===== src/rtl/corr_coeff_loader.sv =====
// rtl/corr_coeff_loader.sv - packs 9-bit coefficient samples into 36-bit words and writes them to a bank
module corr_coeff_loader #(
    parameter int DW    = 9,
    parameter int LANES = 4,
    parameter int SEQ_W = 6,
    parameter int SEL_W = 2
) (
    input  logic                   clk_i,
    input  logic                   rst_n_i,
    input  logic                   load_start_i,
    input  logic [SEL_W-1:0]       load_bank_i,
    input  logic [SEQ_W:0]         load_len_i,
    input  logic                   load_abort_i,
    input  logic [DW-1:0]          in_data_i,
    input  logic                   in_valid_i,
    output logic                   in_ready_o,
    output logic [SEL_W+SEQ_W-1:0] coeff_index_o,
    output logic [DW*LANES-1:0]    coeff_value_o,
    output logic                   coeff_write_o,
    output logic                   busy_o,
    output logic                   done_o
);

    localparam int LW = (LANES > 1) ? $clog2(LANES) : 1;

    typedef enum logic [1:0] {IDLE, FILL, DONE} state_t;

    state_t                  state_q;
    logic [SEL_W-1:0]        bank_q;
    logic [SEQ_W-1:0]        last_q;
    logic [SEQ_W-1:0]        word_q;
    logic [SEQ_W-1:0]        word_d;
    logic [LW-1:0]           lane_q;
    logic [LW-1:0]           lane_d;
    logic [DW*(LANES-1)-1:0] pack_q;
    logic                    accept;
    logic                    lane_full;

    assign accept    = in_valid_i & in_ready_o;
    assign lane_full = (lane_q == LW'(LANES - 1));
    assign word_d    = word_q + 1'b1;
    assign lane_d    = lane_q + 1'b1;

    // A length of 0 and of 64 both reduce to last word 63 in the low SEQ_W bits.
    always_ff @(posedge clk_i or negedge rst_n_i) begin
        if (!rst_n_i) begin
            state_q       <= IDLE;
            bank_q        <= '0;
            last_q        <= '0;
            word_q        <= '0;
            lane_q        <= '0;
            pack_q        <= '0;
            in_ready_o    <= 1'b0;
            coeff_index_o <= '0;
            coeff_value_o <= '0;
            coeff_write_o <= 1'b0;
            busy_o        <= 1'b0;
            done_o        <= 1'b0;
        end else begin
            coeff_write_o <= 1'b0;
            done_o        <= 1'b0;
            if (load_abort_i) begin
                state_q    <= IDLE;
                lane_q     <= '0;
                in_ready_o <= 1'b0;
                busy_o     <= 1'b0;
            end else begin
                case (state_q)
                    IDLE: begin
                        if (load_start_i) begin
                            state_q    <= FILL;
                            bank_q     <= load_bank_i;
                            last_q     <= load_len_i[SEQ_W-1:0] - 1'b1;
                            word_q     <= '0;
                            lane_q     <= '0;
                            in_ready_o <= 1'b1;
                            busy_o     <= 1'b1;
                        end
                    end
                    FILL: begin
                        if (accept) begin
                            if (lane_full) begin
                                coeff_value_o <= {in_data_i, pack_q};
                                coeff_index_o <= {bank_q, word_q};
                                coeff_write_o <= 1'b1;
                                word_q        <= word_d;
                                lane_q        <= '0;
                                if (word_q == last_q) begin
                                    state_q    <= DONE;
                                    done_o     <= 1'b1;
                                    in_ready_o <= 1'b0;
                                end
                            end else begin
                                pack_q[lane_q*DW +: DW] <= in_data_i;
                                lane_q                  <= lane_d;
                            end
                        end
                    end
                    DONE: begin
                        state_q <= IDLE;
                        busy_o  <= 1'b0;
                    end
                    default: begin
                        state_q    <= IDLE;
                        in_ready_o <= 1'b0;
                        busy_o     <= 1'b0;
                    end
                endcase
            end
        end
    end

endmodule


===== config.mk =====
export PLATFORM = sky130hd
export DESIGN_NAME = corr_coeff_loader
export DESIGN_NICKNAME = d
export VERILOG_FILES = /design/src/rtl/corr_coeff_loader.sv
export SDC_FILE = /design/constraint.sdc
export NUM_CORES = 1
export LEC_CHECK = 0
export BUFFER_PORTS_ARGS = -buffer_cell sky130_fd_sc_hd__buf_4
export CAP_MARGIN = 20
export CORE_ASPECT_RATIO = 1.1
export CORE_MARGIN = 3
export CORE_UTILIZATION = 30
export CTS_CLUSTER_DIAMETER = 60
export CTS_CLUSTER_SIZE = 16
export DETAILED_ROUTE_END_ITERATION = 12
export GPL_TIMING_DRIVEN = 0
export PLACE_DENSITY = 0.54
export SETUP_SLACK_MARGIN = 0.2
export SYNTH_ARGS = -nofsm -noshare
export SYNTH_HDL_FRONTEND = slang
export SYNTH_SLANG_ARGS = --single-unit

===== constraint.sdc =====
create_clock -name clk_i -period 4.36 [get_ports clk_i]
set_clock_uncertainty 0.05 [all_clocks]
set_input_delay 0.218 -clock clk_i [delete_from_list [all_inputs] [get_ports clk_i]]
set_output_delay 0.218 -clock clk_i [all_outputs]
set_load 0.01 [all_outputs]

==> impl_metrics.toml <==
[flow_run]
max-cap-violations = 0

[logic_synthesis]
syn_area_um2 = 4020
async_reset_ff_frac = 1.00
yosys-top-cells-area = "dfrtp_1 (58%), mux2_4 (6.0%), mux2_1 (4.8%)"
synth_nets = 361
avgSynthCellArea_um2 = 12.1
syn_inst = 331
yosysWarnings = 0
synth-edff-count = 0
synthDistinctLibCells = 41
yosysSeqAreaShare = 0.579
synth_top_area_cell = "dfrtp_1"
synth_top_area_frac = 0.579
ys_ff_latch = 93
synth_flop_cell = "dfrtp_1"

[grt]
grt_pass1_wl_mm = 14.6
grtUsageTotal = 0.127
grt_antenna_before_repair = 0
grt_remaining_overflow = 0
grt_max_degree = 67
grt_pass1_vias = 2718

[cells_and_area]
mostFrequentLayoutCells = "dfrtp_1 (93), buf_4 (72), nand2_1 (40)"
multi_input_area_um2 = 1500
area_delta_synth_final_pct = 26.1
layout.cells.most_common = "dfrtp_1"
diodes = 0
register_area_um2 = 2330
fill_cells = 1233
drive_above_1_share = 0.319
layout.nets = 443

[critical_path]
slowest_delay_ns = 0.85
cp_data_arrival_time_ns = 2.42
cp_top_family = "simple AND/OR/NAND/NOR gates"
cp_max_fo = 9
crit_type = "reg -> reg"
rr_endpoint = "pack_q[14]$_DFFE_PN0P_"
timing.rr.start = "lane_q[0]$_DFFE_PN0P_"
worstPathRequired_ns = 4.57
cp-start-kind = "register"
startpoint = "lane_q[0]$_DFFE_PN0P_"
critPathBufInv = 1
crit_chain = "inv_1, ha_1, nor3b_1, nand3_1, o21ai_0"
r2r_cells = 5
slowest_stage = "nor3b_1"
cp.depth = 5
r2r_setup_slack_ns = 2.15
crit_path_end = "pack_q[14]$_DFFE_PN0P_"
end_kind = "register"

[power]
intPower_uw = 1420
power.density_nw_per_um2 = 366
switching_share = 0.233
switching_power_uw = 433
clock_power_share = 0.424
ir_drop_mv = 0.144
p_leak_uw = 0.00258
comb_power_share = 0.070
seqPwrFrac = 0.507

[placed_design]
dpl.hpwl_mm = 6.48
numPortBuffers = 69
gp_congestion = 0.747

[sta]
hold_viol_final = 0
worst_pin_slew_ns = 1.03
setup_viol = 0
finalMaxSlewViolations = 0
holdWs_ns = 0.0226
fin_crit_sh = 0.508
period_minus_slack_ns = 2.21
fmax_mhz = 452
fin_setup_tns_ns = 0
relSlewSlack = 0.314
rsz0062_at_grt = "no"

[floorplan]
coreArea_um2 = 12900
num_io_pins = 71
dieArea_um2 = 14800
start_util = 0.313
die_width_um = 116
rows = 43
chipHeight_um = 127

[route]
first_pass_iters = 4
vias = 2671
ant_nets = 0
routedWlPerCell_um = 15.4
viasPerCell = 4.65
drt_iter0_markers = 94
drc = 0
wirelength_mm = 8.81

[hold_path]
hold_class = "in -> reg"

[clock_network]
clk_latency_ns = 0.34
clock_tree.root_cell = "clkbuf_16"
cts_tree = "yes"
clk_pin_slew_ns = 0.07
clock_sinks = 93
cts_buffer_depth = 2
cts-htree-levels = 3
post-cts-setup-buffers = 0
numCtsBuffers = 9

[run_status]
status = "completed"
-- power by group through the flow --
stage               Sequential (uW)  Clock [uW]  Combinational [uW]
floorplan                       949           0                67.1
global placement                956           0                 125
detailed placement              958           0                 132
CTS                             941         811                 134
global route                    947         848                 149
finish                          941         787                 129
-- flip-flops by register name, summed over array words and instances (netlist names) --
| signal | flops |
|---|---|
| done_o | 1 |
| coeff_write_o | 1 |
| pack_q | 27 |
| state_q | 2 |
| lane_q | 2 |
| coeff_value_o | 36 |
| in_ready_o | 1 |
| coeff_index_o | 8 |
| word_q | 6 |
| bank_q | 2 |
| last_q | 6 |
| busy_o | 1 |
-- cell usage after synthesis (all sizes together) (2+ instances only) --
master   instances
a2111oi          2
a21oi            3
and3             3
buf             11
dfrtp           93
ha               7
inv             24
mux2            44
nand2           40
nand3           23
nor2            11
nor3             3
nor3b            4
o21ai           34
or2              2
xnor2            9
xor2             5
-- metrics by stage --
step	util	total power, uW	area, um2	instances	setup slack (ns)
6_report	0.394	1860	5070	574	2.15
5_1_grt	0.394	1940	5070	574	1.87
4_1_cts	0.394	1890	5070	574	2.15
3_5_place_dp	0.370	1090	4760	558	2.17
3_3_place_gp	0.368	1080	4730	557	2.25
2_1_floorplan	-	1020	4020	331	2.60
-- area by class of cell --
class,count,share of cell area
clock buffers,10,0.0471
multi-input cells,202,0.296
clock inverters,5,0.0118
repair buffers,71,0.110
well taps,157,0.0387
plain buffers,12,0.0192
inverters,24,0.0183
flip-flops and latches,93,0.459
-- worst min-delay path by stage --
stage / depth (start not counted) / start / to / slack (ns)
finish: 2 / load_len_i[0] / last_q[0]$_DFFE_PN0P_ / 0.02
global route: 2 / load_len_i[0] / last_q[0]$_DFFE_PN0P_ / 0.03
CTS: 2 / load_len_i[0] / last_q[0]$_DFFE_PN0P_ / 0.008
detailed placement: 1 / rst_n_i / coeff_value_o[1]$_DFFE_PN0P_ / 0.12
global placement: 2 / load_len_i[0] / last_q[0]$_DFFE_PN0P_ / 0.37
floorplan: 0 / rst_n_i / bank_q[0]$_DFFE_PN0P_ / -0.13
-- layer usage --
metal  global-route usage  vias up  wire length, um
met5                    0        -                0
met4               0.0491        0              157
met3               0.0275       11              394
met2                0.201       67             4150
met1                0.170     1306             4110
li1                     -     1287                -
-- cells by family (layout without fill, tap and decap cells) --
| kind of cell | Yosys count | after routing | synth area share |
|---|---|---|---|
| buffers and inverters | 36 | 122 | 0.0473 |
| AND/OR/NAND/NOR | 90 | 90 | 0.108 |
| XOR/XNOR | 14 | 14 | 0.0305 |
| adder cells (fa/ha/maj) | 7 | 7 | 0.0218 |
| flip-flops | 93 | 93 | 0.579 |
| multiplexers | 44 | 44 | 0.138 |
| AO/OA/AOI/OAI | 47 | 47 | 0.0750 |
-- repair_timing --
action / CTS / global route
hold buffers: 1 / 0
gates resized for setup: 0 / 0
endpoints found under the hold margin: 27 / 0
No activity file was read; power rests on OpenSTA's default activity.
